$ cat config.mk
export PLATFORM = sky130hd
export DESIGN_NAME = udp_tx_arb
export DESIGN_NICKNAME = d
export VERILOG_FILES = /design/src/rtl/udp_tx_arb.sv
export SDC_FILE = /design/constraint.sdc
export NUM_CORES = 1
export LEC_CHECK = 0
export CAP_MARGIN = 25
export CORE_UTILIZATION = 46
export DETAILED_ROUTE_END_ITERATION = 10
export PLACE_DENSITY_LB_ADDON = 0.05
export SETUP_SLACK_MARGIN = 0.1
export SYNTH_ARGS = -nofsm -noshare
export SYNTH_HDL_FRONTEND = slang
export SYNTH_SLANG_ARGS = --single-unit
$ cat constraint.sdc
create_clock -name clk -period 3.5 [get_ports clk]
set_input_delay 0.525 -clock clk [delete_from_list [all_inputs] [get_ports clk]]
set_output_delay 0.525 -clock clk [all_outputs]
set_load 0.01 [all_outputs]
$ cat src/rtl/udp_tx_arb.sv
// udp_tx_arb: round-robin whole-packet arbiter onto the shared 8-bit UDP transmit stream,
// with a stall watchdog that force-closes a hung packet so downstream never locks.
module udp_tx_arb #(
    parameter int unsigned NUM_REQ = 2,
    parameter int unsigned TIMEOUT = 1024
) (
    input  logic                  clk,
    input  logic                  reset_n,
    input  logic [8*NUM_REQ-1:0]  req_tdata_in,
    input  logic [NUM_REQ-1:0]    req_tvalid_in,
    input  logic [NUM_REQ-1:0]    req_tlast_in,
    output logic [NUM_REQ-1:0]    req_tready_out,
    input  logic [16*NUM_REQ-1:0] req_dest_port_in,
    input  logic [16*NUM_REQ-1:0] req_length_in,
    output logic [7:0]            udp_tdata_out,
    output logic                  udp_tvalid_out,
    output logic                  udp_tlast_out,
    input  logic                  udp_tready_in,
    output logic [15:0]           udp_dest_port_out,
    output logic [15:0]           udp_length_out,
    output logic [NUM_REQ-1:0]    grant_out,
    output logic                  busy_out,
    output logic                  len_err_out,
    output logic                  timeout_err_out
);

    localparam int unsigned IW = (NUM_REQ > 1) ? $clog2(NUM_REQ) : 1;
    localparam int unsigned SW = $clog2(TIMEOUT);

    typedef enum logic [1:0] {IDLE, XFER, ABORT} state_e;

    state_e             state_q;
    logic [NUM_REQ-1:0] grant_q;
    logic [IW-1:0]      gidx_q;
    logic [IW-1:0]      rr_ptr_q;
    logic [15:0]        byte_cnt_q;
    logic [SW-1:0]      stall_cnt_q;
    logic [15:0]        port_q;
    logic [15:0]        len_q;
    logic               len_err_q;
    logic               timeout_err_q;

    logic [IW-1:0]      win_idx;
    logic [IW-1:0]      cand_idx;
    logic               win_found;
    logic               beat;
    logic [16:0]        cnt_inc;

    // Search starts just past the previous winner, so the winner drops to lowest priority.
    always_comb begin
        win_found = 1'b0;
        win_idx   = '0;
        cand_idx  = '0;
        for (int unsigned k = 1; k <= NUM_REQ; k++) begin
            cand_idx = IW'((32'(rr_ptr_q) + k) % NUM_REQ);
            if (!win_found && req_tvalid_in[cand_idx]) begin
                win_found = 1'b1;
                win_idx   = cand_idx;
            end
        end
    end

    always_comb begin
        udp_tdata_out  = '0;
        udp_tvalid_out = 1'b0;
        udp_tlast_out  = 1'b0;
        req_tready_out = '0;
        case (state_q)
            XFER: begin
                udp_tdata_out          = req_tdata_in[8*32'(gidx_q) +: 8];
                udp_tvalid_out         = req_tvalid_in[gidx_q];
                udp_tlast_out          = req_tlast_in[gidx_q];
                req_tready_out[gidx_q] = udp_tready_in;
            end
            ABORT: begin
                udp_tvalid_out = 1'b1;
                udp_tlast_out  = 1'b1;
            end
            default: ;
        endcase
    end

    assign beat    = (state_q == XFER) && udp_tvalid_out && udp_tready_in;
    assign cnt_inc = {1'b0, byte_cnt_q} + 17'd1;

    always_ff @(posedge clk or negedge reset_n) begin
        if (!reset_n) begin
            state_q       <= IDLE;
            grant_q       <= '0;
            gidx_q        <= '0;
            rr_ptr_q      <= IW'(NUM_REQ - 1);
            byte_cnt_q    <= '0;
            stall_cnt_q   <= '0;
            port_q        <= '0;
            len_q         <= '0;
            len_err_q     <= 1'b0;
            timeout_err_q <= 1'b0;
        end else begin
            len_err_q     <= 1'b0;
            timeout_err_q <= 1'b0;
            case (state_q)
                IDLE: begin
                    if (win_found) begin
                        grant_q          <= '0;
                        grant_q[win_idx] <= 1'b1;
                        gidx_q           <= win_idx;
                        rr_ptr_q         <= win_idx;
                        port_q           <= req_dest_port_in[16*32'(win_idx) +: 16];
                        len_q            <= req_length_in[16*32'(win_idx) +: 16];
                        byte_cnt_q       <= '0;
                        stall_cnt_q      <= '0;
                        state_q          <= XFER;
                    end
                end
                XFER: begin
                    // An accepted beat always beats the watchdog, so a tlast at expiry closes cleanly.
                    if (beat) begin
                        stall_cnt_q <= '0;
                        if (byte_cnt_q != 16'hFFFF) begin
                            byte_cnt_q <= byte_cnt_q + 16'd1;
                        end
                        if (udp_tlast_out) begin
                            len_err_q <= (cnt_inc != {1'b0, len_q});
                            grant_q   <= '0;
                            state_q   <= IDLE;
                        end
                    end else if (stall_cnt_q == SW'(TIMEOUT - 1)) begin
                        timeout_err_q <= 1'b1;
                        state_q       <= ABORT;
                    end else begin
                        stall_cnt_q <= stall_cnt_q + SW'(1);
                    end
                end
                ABORT: begin
                    if (udp_tready_in) begin
                        grant_q <= '0;
                        state_q <= IDLE;
                    end
                end
                default: state_q <= IDLE;
            endcase
        end
    end

    assign grant_out         = grant_q;
    assign busy_out          = (state_q != IDLE);
    assign udp_dest_port_out = port_q;
    assign udp_length_out    = len_q;
    assign len_err_out       = len_err_q;
    assign timeout_err_out   = timeout_err_q;

endmodule

==> flow_summary_export.csv <==
group,metric,value,unit
cts,clkLatencyLatePin,340,ps
floorplan,die_height,95.8,um
logic_synthesis,yosys_register_bits,66,
logic_synthesis,top_area_cell_type_share_of_the_netlist_area,40.2,%
placed_design,gpl.final_weighted_congestion,0.842,
setup_path,timing.critical_path.cells,"inv_1 -> ha_1 -> clkinv_1 -> o21ai_1 -> nand2_1 -> inv_1 -> clkdlybuf4s50_1",
detailed_routing,first_iter_violations,178,
floorplan,row_count,33,
timing,fin_tns_setup,0,ps
cts,root_buffer,"clkbuf_8",
timing,final-setup-viol-count,0,
logic_synthesis,synthMostInstantiatedCell,"dfrtp_1",
grt,globalRouteTotalUtil,24.9,%
timing,final_count_of_hold_timing_violations,0,
cts,tritoncts.num_buffers,9,
logic_synthesis,synth_common_cells,"dfrtp_1, o21ai_0, nand2_1",
power_and_ir_drop,power.ir.vdd_worst,351,uV
logic_synthesis,leading_post_synthesis_cells_by_cell_area,"dfrtp_1, mux2i_1, o21ai_0, nand2_1, xnor2_1",
cts,cts.htree.levels,3,
detailed_routing,via_density_per_instance,5.52,
grt,grt_pass1_vias,3651,
setup_path,critical_path_arrival,2590,ps
layout,areaGrowthSynthToFinish,40.8,%
cts,cts_num_sinks,66,
grt,grt_first_pass_wirelength,17600,um
timing,worst_pin_slew,839,ps
power_and_ir_drop,p_leak,2.36,nW
logic_synthesis,postSynth.topFlopCell,"dfrtp_1",
detailed_routing,num_vias,3793,
status,run_status,"completed",
logic_synthesis,syn_nets,544,
floorplan,floorplan.initialDensity,48.3,%
cts,clock_tree.buffer_depth,2,
grt,grt_antenna_before_repair,0,
timing,final_max_slew_viol_count,0,
power_and_ir_drop,cellPowerDensity,653,mW/mm^2
timing,timing.slew.headroom,44.1,%
layout,final_layout_size_suffix_gt1_share,6.87,%
worst_hold_path,hold_class,"in2async",
cts,post_cts.repair.setup_buffers,0,
logic_synthesis,yosysTopAreaCell,"dfrtp_1",
grt,grt_start_max_net_pins,67,
setup_path,startpoint_type,"flip-flop",
logic_synthesis,avgSynthCellArea,8.98,um^2
logic_synthesis,yosysSeqAreaShare,40.8,%
setup_path,crit_slowest_cell,"clkdlybuf4s50_1",
setup_path,worstPathMaxFanout,11,
layout,post_layout_nonfiller_instances,687,
floorplan,core_area,0.00838,mm^2
setup_path,cp_common_cell,"inv_1",
layout,inserted_diodes,0,
floorplan,design.die.area,0.00918,mm^2
setup_path,end_kind,"primary output",
timing,layout_worst_path_cycle_share,88.9,%
logic_synthesis,synth_async_sr_flop_share,100,%
logic_synthesis,synth_edf_count,0,
detailed_routing,wl_per_cell,15.5,um
logic_synthesis,netlist-cell-type-count,56,
detailed_routing,detail_route.first_pass.iterations,4,
placed_design,dp.cells,671,
detailed_routing,drtAntennaViolNets,0,
logic_synthesis,synth_area,0.00405,mm^2
logic_synthesis,postSynthCellCount,451,
floorplan,die-width,95.8,um
placed_design,detailed_place_hpwl,8090,um
timing,timing.final.crit_period,3110,ps
cts,path_clk_slew,80,ps
timing,grt_setup_unrepaired,"no",
job,timing.max_cap.violations,0,
detailed_routing,drcViolationCount,0,
detailed_routing,wl,10700,um
grt,gr-total-overflow,0,
setup_path,cp_data_required_time,2970,ps
setup_path,timing.setup.critical_path_class,"reg2out",
setup_path,max_stage_delay,530,ps
timing,fmax,321,MHz
timing,finClkSkew,9.51,ps
power_and_ir_drop,p_total,0.00372,W
layout,layout.nets,670,
logic_synthesis,yosysWarnings,0,
floorplan,num_io_pins,136,
placed_design,io_buffer_count,135,
cts,cts_tree,"built",
flip-flops by register name, indices dropped and copies added, names as in the netlist:
signal / cells
byte_cnt_q: 16
gidx_q: 1
grant_out: 2
len_err_out: 1
rr_ptr_q: 1
stall_cnt_q: 10
state_q: 2
timeout_err_out: 1
udp_dest_port_out: 16
udp_length_out: 16
layout by cell type (no fill, tap or decap), types with 3 or more instances in the layout:
cell type        netlist  routed
a21oi_1               19      19
a22o_1                 3       3
a31oi_1                7       7
and2_1                 4       4
and3_1                 5       5
buf_4                  1       5
clkbuf_8               0      10
clkdlybuf4s50_1        0     134
dfrtp_1               65      65
ha_1                   6       6
inv_1                  9       9
mux2i_1               43      43
nand2_1               57      57
nand2b_1               3       3
nand3_1               10      10
nand4_1                5       5
nor2_1                28      28
nor2b_1                7       7
nor3_1                 5       5
nor3b_1                3       3
nor4_1                 3       3
o21ai_0               58      56
o21ai_1               18      19
o31ai_1               10      10
xnor2_1               14      14
xor2_1                 5       5
worst paths after layout:
check	from	slack (ps)	cells after the start	to
setup / recovery	state_q[1]	390	7	udp_tlast_out
hold / removal	reset_n	250	1	stall_cnt_q[5]
setup reg to reg	byte_cnt_q[0]	830	7	len_err_out
hold reg to reg	udp_dest_port_out[14]	480	2	udp_dest_port_out[14]
max in group asynchronous	reset_n	2300	2	rr_ptr_q
min in group clk	udp_dest_port_out[14]	480	2	udp_dest_port_out[14]
timing repair:
item                       4_1_cts  5_1_grt
resized for setup                0        1
hold buffers                     0        0
setup endpoints to repair        0        1
worst max-delay path: cells and delay by family, from the launching register on:
kind,cells,cell delay [ps]
buffers and inverters,4,1030
DFF,1,420
adders and majority gates,1,350
AOI/OAI and AO/OA,1,330
and+or+nand+nor,1,120
layer usage:
metal | share of wire, % | vias up | GRT usage, % | wire length, um
li1 | - | 1881 | - | -
met1 | 46 | 1765 | 32.5 | 4910
met2 | 44 | 126 | 39.0 | 4690
met3 | 7.9 | 21 | 7.58 | 841
met4 | 2.2 | 0 | 8.96 | 233
met5 | 0 | - | 0 | 0
layout make-up:
class	count	area (um^2)
clock buffers	11	141
repair buffers	141	1400
fillers	683	2680
multi-input cells	349	2260
clock inverters	5	77.6
well taps	105	131
inverters	10	37.5
flip-flops and latches	66	1650
through the flow:
stage | utilization (%) | setup slack (ps) | area [um^2] | hold slack [ps]
after floorplan | - | 1360 | 4050 | 229
after global placement | 65.4 | 686 | 5480 | 459
after detailed placement | 65.4 | 625 | 5480 | 470
after CTS | 68.0 | 241 | 5700 | 275
after global routing | 68.0 | 148 | 5700 | 317
final | 68.0 | 387 | 5700 | 254
power breakdown:
part | internal [W] | switching, W | leakage [nW] | total [W]
clock | 0.000418 | 0.000292 | 0.109 | 0.000711
sequential | 0.000997 | 0.000260 | 0.855 | 0.00126
combinational | 0.000896 | 0.000857 | 1.39 | 0.00175
total | 0.00231 | 0.00141 | 2.36 | 0.00372
cell families after synthesis:
family | count (synthesis) | synth area share (%)
xor+xnor | 19 | 4.11
flops | 66 | 40.8
compound gates | 136 | 20.2
buf+inv | 36 | 3.99
simple gates | 142 | 17.5
mux | 46 | 11.6
fa+ha+maj | 6 | 1.85
Power figures use the tool's default switching activity.
